**src/rtl/crack_result_collector.sv**
```systemverilog
// Collects results from parallel RC4 key-search cores: picks the first winner, halts all
// cores, latches key and search time, then streams the winner's decrypted message out.
module crack_nf_lane (
  input  logic clock,
  input  logic reset_n,
  input  logic en,
  input  logic not_found,
  output logic nf_seen
);
  always_ff @(posedge clock or negedge reset_n)
    if (!reset_n)              nf_seen <= 1'b0;
    else if (en && not_found)  nf_seen <= 1'b1;
endmodule

module crack_result_collector #(
  parameter int NUM_CORES = 4,
  parameter int KEY_W     = 24,
  parameter int MSG_LEN   = 32,
  parameter int ADDR_W    = 5
) (
  input  logic                       clock,
  input  logic                       reset_n,
  input  logic [NUM_CORES-1:0]       found,
  input  logic [NUM_CORES-1:0]       not_found,
  input  logic [NUM_CORES*KEY_W-1:0] core_key,
  input  logic [NUM_CORES*8-1:0]     msg_q,
  output logic [ADDR_W-1:0]          msg_address,
  output logic                       halt,
  output logic [KEY_W-1:0]           result_key,
  output logic [1:0]                 winner_idx,
  output logic [31:0]                elapsed,
  output logic                       found_any,
  output logic                       all_failed,
  output logic [7:0]                 out_data,
  output logic                       out_valid,
  input  logic                       out_ready,
  output logic                       out_last,
  output logic                       done
);
  typedef enum logic [2:0] {SEARCH, RD_WAIT, STREAM, DONE_S, FAIL_S} state_t;
  localparam logic [ADDR_W-1:0] LAST_ADDR = ADDR_W'(MSG_LEN - 1);

  state_t               state, state_nxt;
  logic [NUM_CORES-1:0] nf_seen;
  logic [1:0]           pick;
  logic                 any_found, all_nf;
  logic                 in_search, load, accept;

  for (genvar i = 0; i < NUM_CORES; i++) begin : g_lane
    crack_nf_lane u_lane (
      .clock     (clock),
      .reset_n   (reset_n),
      .en        (in_search),
      .not_found (not_found[i]),
      .nf_seen   (nf_seen[i])
    );
  end

  // Lowest asserted index wins a simultaneous report.
  always_comb begin
    pick = '0;
    for (int i = NUM_CORES - 1; i >= 0; i--)
      if (found[i]) pick = 2'(i);
  end

  assign any_found = |found;
  assign all_nf    = &(nf_seen | not_found);

  always_ff @(posedge clock or negedge reset_n)
    if (!reset_n) state <= SEARCH;
    else          state <= state_nxt;

  always_comb begin
    state_nxt = state;
    case (state)
      SEARCH:  if (any_found)   state_nxt = RD_WAIT;
               else if (all_nf) state_nxt = FAIL_S;
      RD_WAIT: state_nxt = STREAM;
      STREAM:  if (out_valid && out_ready) state_nxt = out_last ? DONE_S : RD_WAIT;
      DONE_S:  state_nxt = DONE_S;
      FAIL_S:  state_nxt = FAIL_S;
      default: state_nxt = SEARCH;
    endcase
  end

  always_comb begin
    in_search = (state == SEARCH);
    load      = (state == STREAM) && !out_valid;
    accept    = (state == STREAM) && out_valid && out_ready;
    done      = (state == DONE_S);
  end

  // Memory q is valid in the first STREAM cycle; it is captured there and held until accepted.
  always_ff @(posedge clock or negedge reset_n)
    if (!reset_n) begin
      msg_address <= '0;
      halt        <= 1'b0;
      result_key  <= '0;
      winner_idx  <= '0;
      elapsed     <= '0;
      found_any   <= 1'b0;
      all_failed  <= 1'b0;
      out_data    <= '0;
      out_valid   <= 1'b0;
      out_last    <= 1'b0;
    end else begin
      if (in_search) begin
        if (any_found) begin
          result_key  <= core_key[int'(pick)*KEY_W +: KEY_W];
          winner_idx  <= pick;
          halt        <= 1'b1;
          found_any   <= 1'b1;
          msg_address <= '0;
        end else begin
          if (all_nf) begin
            all_failed <= 1'b1;
            halt       <= 1'b1;
          end
          if (elapsed != '1) elapsed <= elapsed + 32'd1;
        end
      end
      if (load) begin
        out_data  <= msg_q[int'(winner_idx)*8 +: 8];
        out_last  <= (msg_address == LAST_ADDR);
        out_valid <= 1'b1;
      end
      if (accept) begin
        out_valid <= 1'b0;
        if (!out_last) msg_address <= msg_address + 1'b1;
      end
    end
endmodule

```
**config.mk**
```make
export PLATFORM = sky130hd
export DESIGN_NAME = crack_result_collector
export DESIGN_NICKNAME = d
export VERILOG_FILES = /design/src/rtl/crack_result_collector.sv
export SDC_FILE = /design/constraint.sdc
export NUM_CORES = 1
export LEC_CHECK = 0
export CAP_MARGIN = 20
export CELL_PAD_IN_SITES_DETAIL_PLACEMENT = 1
export CELL_PAD_IN_SITES_GLOBAL_PLACEMENT = 2
export CORE_MARGIN = 2
export CORE_UTILIZATION = 27
export DETAILED_ROUTE_END_ITERATION = 10
export GPL_TIMING_DRIVEN = 0
export PLACE_DENSITY = 0.88
export SYNTH_ARGS = -nofsm -noshare
export SYNTH_HDL_FRONTEND = slang
export SYNTH_SLANG_ARGS = --single-unit
```
**constraint.sdc**
```tcl
create_clock -name clock -period 5.4 [get_ports clock]
set_input_delay 1.62 -clock clock [delete_from_list [all_inputs] [get_ports clock]]
set_output_delay 1.62 -clock clock [all_outputs]
set_load 0.02 [all_outputs]
```
==> run summary, run 1 <==
CTS resizes = 0
fin crit period = 4.00 ns
Layout Nets = 694
Clock Skew = 0.00815 ns
largest net degree at the start of global routing = 51
antenna violations before repair = 0
first-pass GRT wire length = 21,300 um
Synth cell types = 45
Total Power = 2510 uW
Pre-antenna DRT Iters = 4
# setup viols final = 0
total track usage = 16.5%
Wirelength per Cell = 17.2 um
number of max-cap violations = 0
PortBufs = 215
Post-synth EDFFs = 0
Worst R2R Setup Slack = 2.94 ns
Post-CTS Hold Fix Bufs = 0
post-synthesis cell count = 325
# diodes = 0
WHS = 0.458 ns
core area = 15,800 um2
worst r2r src = state[1]
Worst Hold Launch = g_lane[2].u_lane.nf_seen
Worst-Margin Slew = 0.880 ns
Critical Path RT = 5.62 ns
Final Slew Violations = 0
share of cells above drive strength 1 = 18.3%
Cell Rows = 46
Worst Setup Start Kind = primary input
Layout area overhead = 63.4%
Max clock buf depth = 2
CTS clock-pin slew for the worst setup and hold paths = 0.06 ns
DRC violations left = 0
Comb power frac = 38.9%
part of the power in the clock network = 25.5%
Synth async-reset ratio = 100%
Filler Cell Count = 1,653
leakage power total = 0.00282 uW
RR Endpoint = result_key[16]
CTS Buf Count = 9
DIE AREA = 17,100 um2
P_int = 1730 uW
FF+latch count, synth = 83
Mapped Nets = 467
outcome = finished clean
worst rel slew slack = 40.9%
vias per cell = 4.75
post-CTS setup buffers = 0
switching power = 774 uW
Die W = 131 um
cell area power density = 353 nW/um2
slowest CP cell = nor3_1
post-route ant nets = 0
Initial DRC Count = 117
register area share after synthesis = 47.8%
CP endpoint kind = flip-flop
CTS HTree Levels = 3
Flop pwr share = 35.5%
Syn. warnings = 0
Max FO, Critical Path = 10
Worst path max stage delay = 0.68 ns
post-synthesis area per instance = 13.4 um2
peak supply drop = 0.141 mV
synthesized area = 4340 um2
max frequency = 250 MHz
Die Ht = 131 um
io pins = 216
Overflow after GRT = 0
HPWL after detailed placement = 10,700 um
Min-Delay Path Class = reg2reg
switching share of power = 30.9%
Cell Chain, Critical Path = clkdlybuf4s50_1 > nor2_1 > nor3_1 > clkbuf_1 > mux4_2 > mux2_2
CTS tree = yes
worst setup margin = 1.40 ns
Initial Util = 27.4%
crit path DAT = 4.23 ns
clk_lat worst skew = 0.34 ns
Primary FF master, synth = dfrtp_1
Final Hold Fails = 0
vias in the first global route = 4,112
routed vias = 3,670
Min-Delay Endpoint = g_lane[2].u_lane.nf_seen
Worst Path Class, Setup = in2reg
Worst Hold Path Cells = 1
Placer Congestion = 0.790
dpl ws = 0.913 ns
Register-to-Register Path Depth = 5
# clock sinks = 83
period utilization = 74.1%
Root Driver = clkbuf_16
WL final = 13,300 um
RSZ-0062 raised after global routing = no
power by group through the flow:
stage               clock network [uW]  registers, uW  logic [uW]
global route                       690            916        1040
CTS                                664            894         993
floorplan                            0           1070         292
finish                             640            891         976
detailed placement                   0            901         989
global placement                     0            891         967
flip-flops by register name, indices dropped and copies added (netlist names):
signal / count
out_valid: 1
found_any: 1
state: 3
elapsed: 32
out_data: 8
halt: 1
g_lane.u_lane.nf_seen: 4
out_last: 1
winner_idx: 2
all_failed: 1
result_key: 24
msg_address: 5
worst max-delay path by stage:
stage	from	endpoint	slack, ns	cells after the start
6_report	found[2]	result_key[15]	1.40	6
5_1_grt	found[2]	result_key[15]	1.23	6
4_1_cts	found[2]	result_key[15]	1.29	6
3_5_place_dp	found[2]	result_key[15]	0.91	6
3_3_place_gp	reset_n	result_key[8]	-0.38	1
2_1_floorplan	found[2]	result_key[10]	2.13	6
per-stage QoR:
stage / util (%) / instances / setup TNS (ns) / area (um2)
floorplan: - / 325 / 0 / 4340
global placement: 42.8 / 756 / -31.07 / 6770
detailed placement: 42.9 / 757 / 0 / 6790
CTS: 44.9 / 773 / 0 / 7100
global route: 44.9 / 773 / 0 / 7100
finish: 44.9 / 773 / 0 / 7100
worst max-delay path: cells and delay by family:
family	cells	cell delay [ns]
and+or+nand+nor	2	0.76
buffers and inverters	2	1.14
muxes	2	0.70
cell type report:
| class | instances | area, um2 | share of cell area [%] |
|---|---|---|---|
| Buffer | 11 | 53.8 | 0.758 |
| Multi-Input combinational cell | 224 | 2190 | 30.8 |
| Sequential cell | 83 | 2080 | 29.3 |
| Timing Repair Buffer | 216 | 2180 | 30.7 |
| Clock inverter | 1 | 30.0 | 0.423 |
| Tap cell | 216 | 270 | 3.81 |
| Clock buffer | 15 | 278 | 3.91 |
| Inverter | 7 | 26.3 | 0.370 |
layout by cell type, fill, tap and decap left out, types with 2 or more instances in the layout:
cell             Yosys  layout
dfrtp_1             83      83
xnor2_1             21      21
xor2_1              10      10
mux2_2              36      36
buf_1                2       2
a21oi_1              4       4
or4_1                3       3
ha_1                 3       3
nor3_1               7       7
inv_1                7       7
nor4_4               2       2
or2_2                2       2
nor4_1               9       9
buf_4                2       3
clkbuf_16            0       9
buf_2                4       4
clkbuf_8             0       3
clkdlybuf4s50_1      0     214
nor2_2               3       3
nand2_1             20      20
clkbuf_1             3       6
nand4_1             11      11
a22o_1               3       3
nand3_1             15      15
a21o_1               4       4
mux4_2              32      32
nor2_1              11      11
and3_1               5       5
and4_1               3       3
o21ai_0              2       2
cell usage after synthesis (4+ instances only):
library cell | count | area share, %
nand4_1 | 11 | 1.6
mux2_2 | 36 | 9.3
xor2_1 | 10 | 2.0
nor3_1 | 7 | 0.81
nor4_1 | 9 | 1.3
inv_1 | 7 | 0.60
nand2_1 | 20 | 1.7
nor2_1 | 11 | 0.95
buf_2 | 4 | 0.46
nand3_1 | 15 | 1.7
xnor2_1 | 21 | 4.2
dfrtp_1 | 83 | 48
a21o_1 | 4 | 0.69
a21oi_1 | 4 | 0.46
and3_1 | 5 | 0.72
mux4_2 | 32 | 17
metal layers:
layer / GRT usage [%] / vias to the layer above / wire, um
met3: 4.60 / 18 / 927
met5: 0 / - / 0
met1: 18.1 / 1828 / 5000
li1: - / 1690 / -
met4: 7.01 / 0 / 319
met2: 29.8 / 134 / 7020
cell families after synthesis:
family	Yosys count	share of synthesized area (%)
flops	83	47.8
xor+xnor	31	6.25
buf+inv	18	1.84
fa+ha+maj	3	0.864
simple gates	102	13.9
mux	69	26.2
compound gates	19	3.20
(Power assumes the default switching activity.)
==> inputs of run 2 (changes only) <==
--- a/config.mk
+++ b/config.mk
@@ -9,10 +9,10 @@
 export CELL_PAD_IN_SITES_DETAIL_PLACEMENT = 1
 export CELL_PAD_IN_SITES_GLOBAL_PLACEMENT = 2
 export CORE_MARGIN = 2
-export CORE_UTILIZATION = 27
+export CORE_UTILIZATION = 22
 export DETAILED_ROUTE_END_ITERATION = 10
 export GPL_TIMING_DRIVEN = 0
-export PLACE_DENSITY = 0.88
+export PLACE_DENSITY = 0.77
 export SYNTH_ARGS = -nofsm -noshare
 export SYNTH_HDL_FRONTEND = slang
 export SYNTH_SLANG_ARGS = --single-unit
==> constraint.sdc (replaced) <==
create_clock -name clock -period 3.3 [get_ports clock]
set_input_delay 0.99 -clock clock [delete_from_list [all_inputs] [get_ports clock]]
set_output_delay 0.99 -clock clock [all_outputs]
set_load 0.02 [all_outputs]
==> run 2 against run 1 <==
Compared with the run above: die area increased by 22%; highest routed layer unchanged; final cell count increased by 6.6%; cell area increased by 0.53%; non-clock buffer count unchanged; setup slack got worse by 1.2 ns; largest cell class unchanged; sequential share of layout area decreased by 0.15 points.
==> run summary, run 2 (synthesis results as in run 1) <==
Max clock buf depth = 2 (unchanged)
non-filler cells, final = 824 (was 773)
Clock Skew = 0.00833 ns (was 0.00815 ns)
cell area power density = 560 nW/um2 (was 353 nW/um2)
leakage power total = 0.00281 uW (was 0.00282 uW)
Final Slew Violations = 0 (unchanged)
worst setup margin = 0.174 ns (was 1.40 ns)
period utilization = 94.7%
Worst Setup Start Kind = primary input (unchanged)
CTS HTree Levels = 3 (unchanged)
most frequent cells in the layout = clkdlybuf4s50_1, dfrtp_1, mux2_2 (unchanged)
Worst-Margin Slew = 0.704 ns (was 0.880 ns)
Cell Rows = 51 (was 46)
WL met1 = 5210 um (was 5000 um)
Initial Util = 22.4% (was 27.4%)
Filler Cell Count = 2,119 (was 1,653)
max reg flops = 32 (unchanged)
Layout Nets = 694 (unchanged)
DRC violations left = 0 (unchanged)
Most flops, register = elapsed (unchanged)
Initial DRC Count = 60 (was 117)
Die Ht = 145 um (was 131 um)
core area = 19,400 um2 (was 15,800 um2)
CTS clock-pin slew for the worst setup and hold paths = 0.06 ns (about the same)
# setup viols final = 0 (unchanged)
Wirelength per Cell = 16.9 um (was 17.2 um)
Multi-input gate area = 2190 um2 (about the same)
antenna violations before repair = 2 (was 0)
final design area excluding fillers = 7140 um2 (was 7100 um2)
share of cells above drive strength 1 = 18.5% (was 18.3%)
crit path DAT = 3.35 ns (was 4.23 ns)
largest net degree at the start of global routing = 48 (was 51)
CTS Buf Count = 9 (unchanged)
Pre-antenna DRT Iters = 4 (unchanged)
Layout Utilization = 36.8% (was 44.9%)
DIE AREA = 20,900 um2 (was 17,100 um2)
Root Driver = clkbuf_16 (unchanged)
Final Hold Fails = 0 (unchanged)
Min-Delay Path Class = reg2reg (unchanged)
routed vias = 3,641 (was 3,670)
WHS = 0.461 ns (was 0.458 ns)
CTS tree = yes (unchanged)
met2 wire length = 7530 um (was 7020 um)
CP endpoint kind = flip-flop (unchanged)
RSZ-0062 raised after global routing = no (unchanged)
Max FO, Critical Path = 10 (unchanged)
peak supply drop = 0.216 mV (was 0.141 mV)
clk_lat worst skew = 0.34 ns (about the same)
io pins = 216 (unchanged)
Worst Path Class, Setup = in2reg (unchanged)
vias in the first global route = 4,029 (was 4,112)
Layout area overhead = 64.3% (was 63.4%)
vias per cell = 4.42 (was 4.75)
# clock sinks = 83 (unchanged)
PortBufs = 215 (unchanged)
post-route ant nets = 0 (unchanged)
outcome = finished clean (unchanged)
max frequency = 320 MHz
most common cell after layout, fill and taps aside = clkdlybuf4s50_1 (unchanged)
number of max-cap violations = 0 (unchanged)
post-CTS setup buffers = 0 (unchanged)
DP Area = 6850 um2 (was 6790 um2)
fin crit period = 3.13 ns
Critical Path RT = 3.52 ns (was 5.62 ns)
Overflow after GRT = 0 (unchanged)
Seq. cell area = 2080 um2 (unchanged)
first-pass GRT wire length = 21,900 um (was 21,300 um)
dpl ws = -0.583 ns (was 0.913 ns)
met3 WL = 938 um (was 927 um)
Die W = 145 um (was 131 um)
Post-Place Cells = 806 (was 757)
total track usage = 13.8% (was 16.5%)
Placer Congestion = 0.733 (was 0.790)
top layer reached by signal wires = met4 (unchanged)
Top Registers = elapsed: 32 flops, result_key: 24 flops, out_data: 8 flops (unchanged)
HPWL after detailed placement = 11,500 um (was 10,700 um)
WL final = 13,900 um (was 13,300 um)
worst rel slew slack = 52.9% (was 40.9%)
==> run 2: cell types whose count changed in the layout (fill, tap and decap cells not counted) <==
| cell | previous run | this run |
|---|---|---|
| nor3_1 | 7 | 6 |
| clkbuf_8 | 3 | 2 |
| diode_2 | 0 | 2 |
| clkinv_2 | 0 | 2 |
| bufinv_16 | 1 | 0 |
| nor3_2 | 1 | 2 |
==> run 2: routing by layer <==
layer	up-vias	GRT usage, %
met5	-	0
met4	0	4.19
met3	16	4.34
met2	125	25.6
met1	1809	15.1
li1	1691	-
==> run 2: final cells by class <==
type,instances,area share (%)
multi-input cells,224,30.7
flip-flops and latches,83,29.1
well taps,265,4.65
repair buffers,216,30.5
diodes,2,0.0701
plain buffers,11,0.754
clock inverters,2,0.140
inverters,7,0.368
clock buffers,14,3.70
==> run 2: worst paths after layout <==
check	start	to	slack, ns	cells past startpoint
setup / recovery	found[2]	result_key[19]	0.17	6
max in group asynchronous	reset_n	result_key[10]	2.07	2
hold / removal	g_lane[0].u_lane.nf_seen	g_lane[0].u_lane.nf_seen	0.46	1
hold reg to reg	g_lane[0].u_lane.nf_seen	g_lane[0].u_lane.nf_seen	0.46	1
setup reg to reg	state[1]	result_key[18]	0.86	5
min in group asynchronous	reset_n	out_data[2]	0.62	1
==> run 2: metrics by stage <==
| stage | power (uW) | setup TNS (ns) |
|---|---|---|
| floorplan | 2230 | 0 |
| finish | 4000 | 0 |
| detailed placement | 3100 | -8.30 |
| CTS | 4080 | 0 |
| global route | 4230 | 0 |
| global placement | 3060 | -154.21 |
==> run 2: report_power, final <==
part / total [uW] / internal (uW) / switching, uW
Sequential: 1460 / 1290 / 173
Combinational: 1590 / 896 / 697
Clock: 939 / 549 / 389
Total: 4000 / 2740 / 1260
==> run 2: timing repair <==
action / in CTS / in global routing
gates resized for setup: 1 / 0
endpoints found under the setup margin: 9 / 0
hold buffers: 0 / 0
==> run 2: worst max-delay path, stage by stage <==
cell and delay (ns):
clkdlybuf4s50_1 0.57, nor2_1 0.09, nor3_2 0.46, clkbuf_1 0.55, mux4_2 0.41, mux2_2 0.27
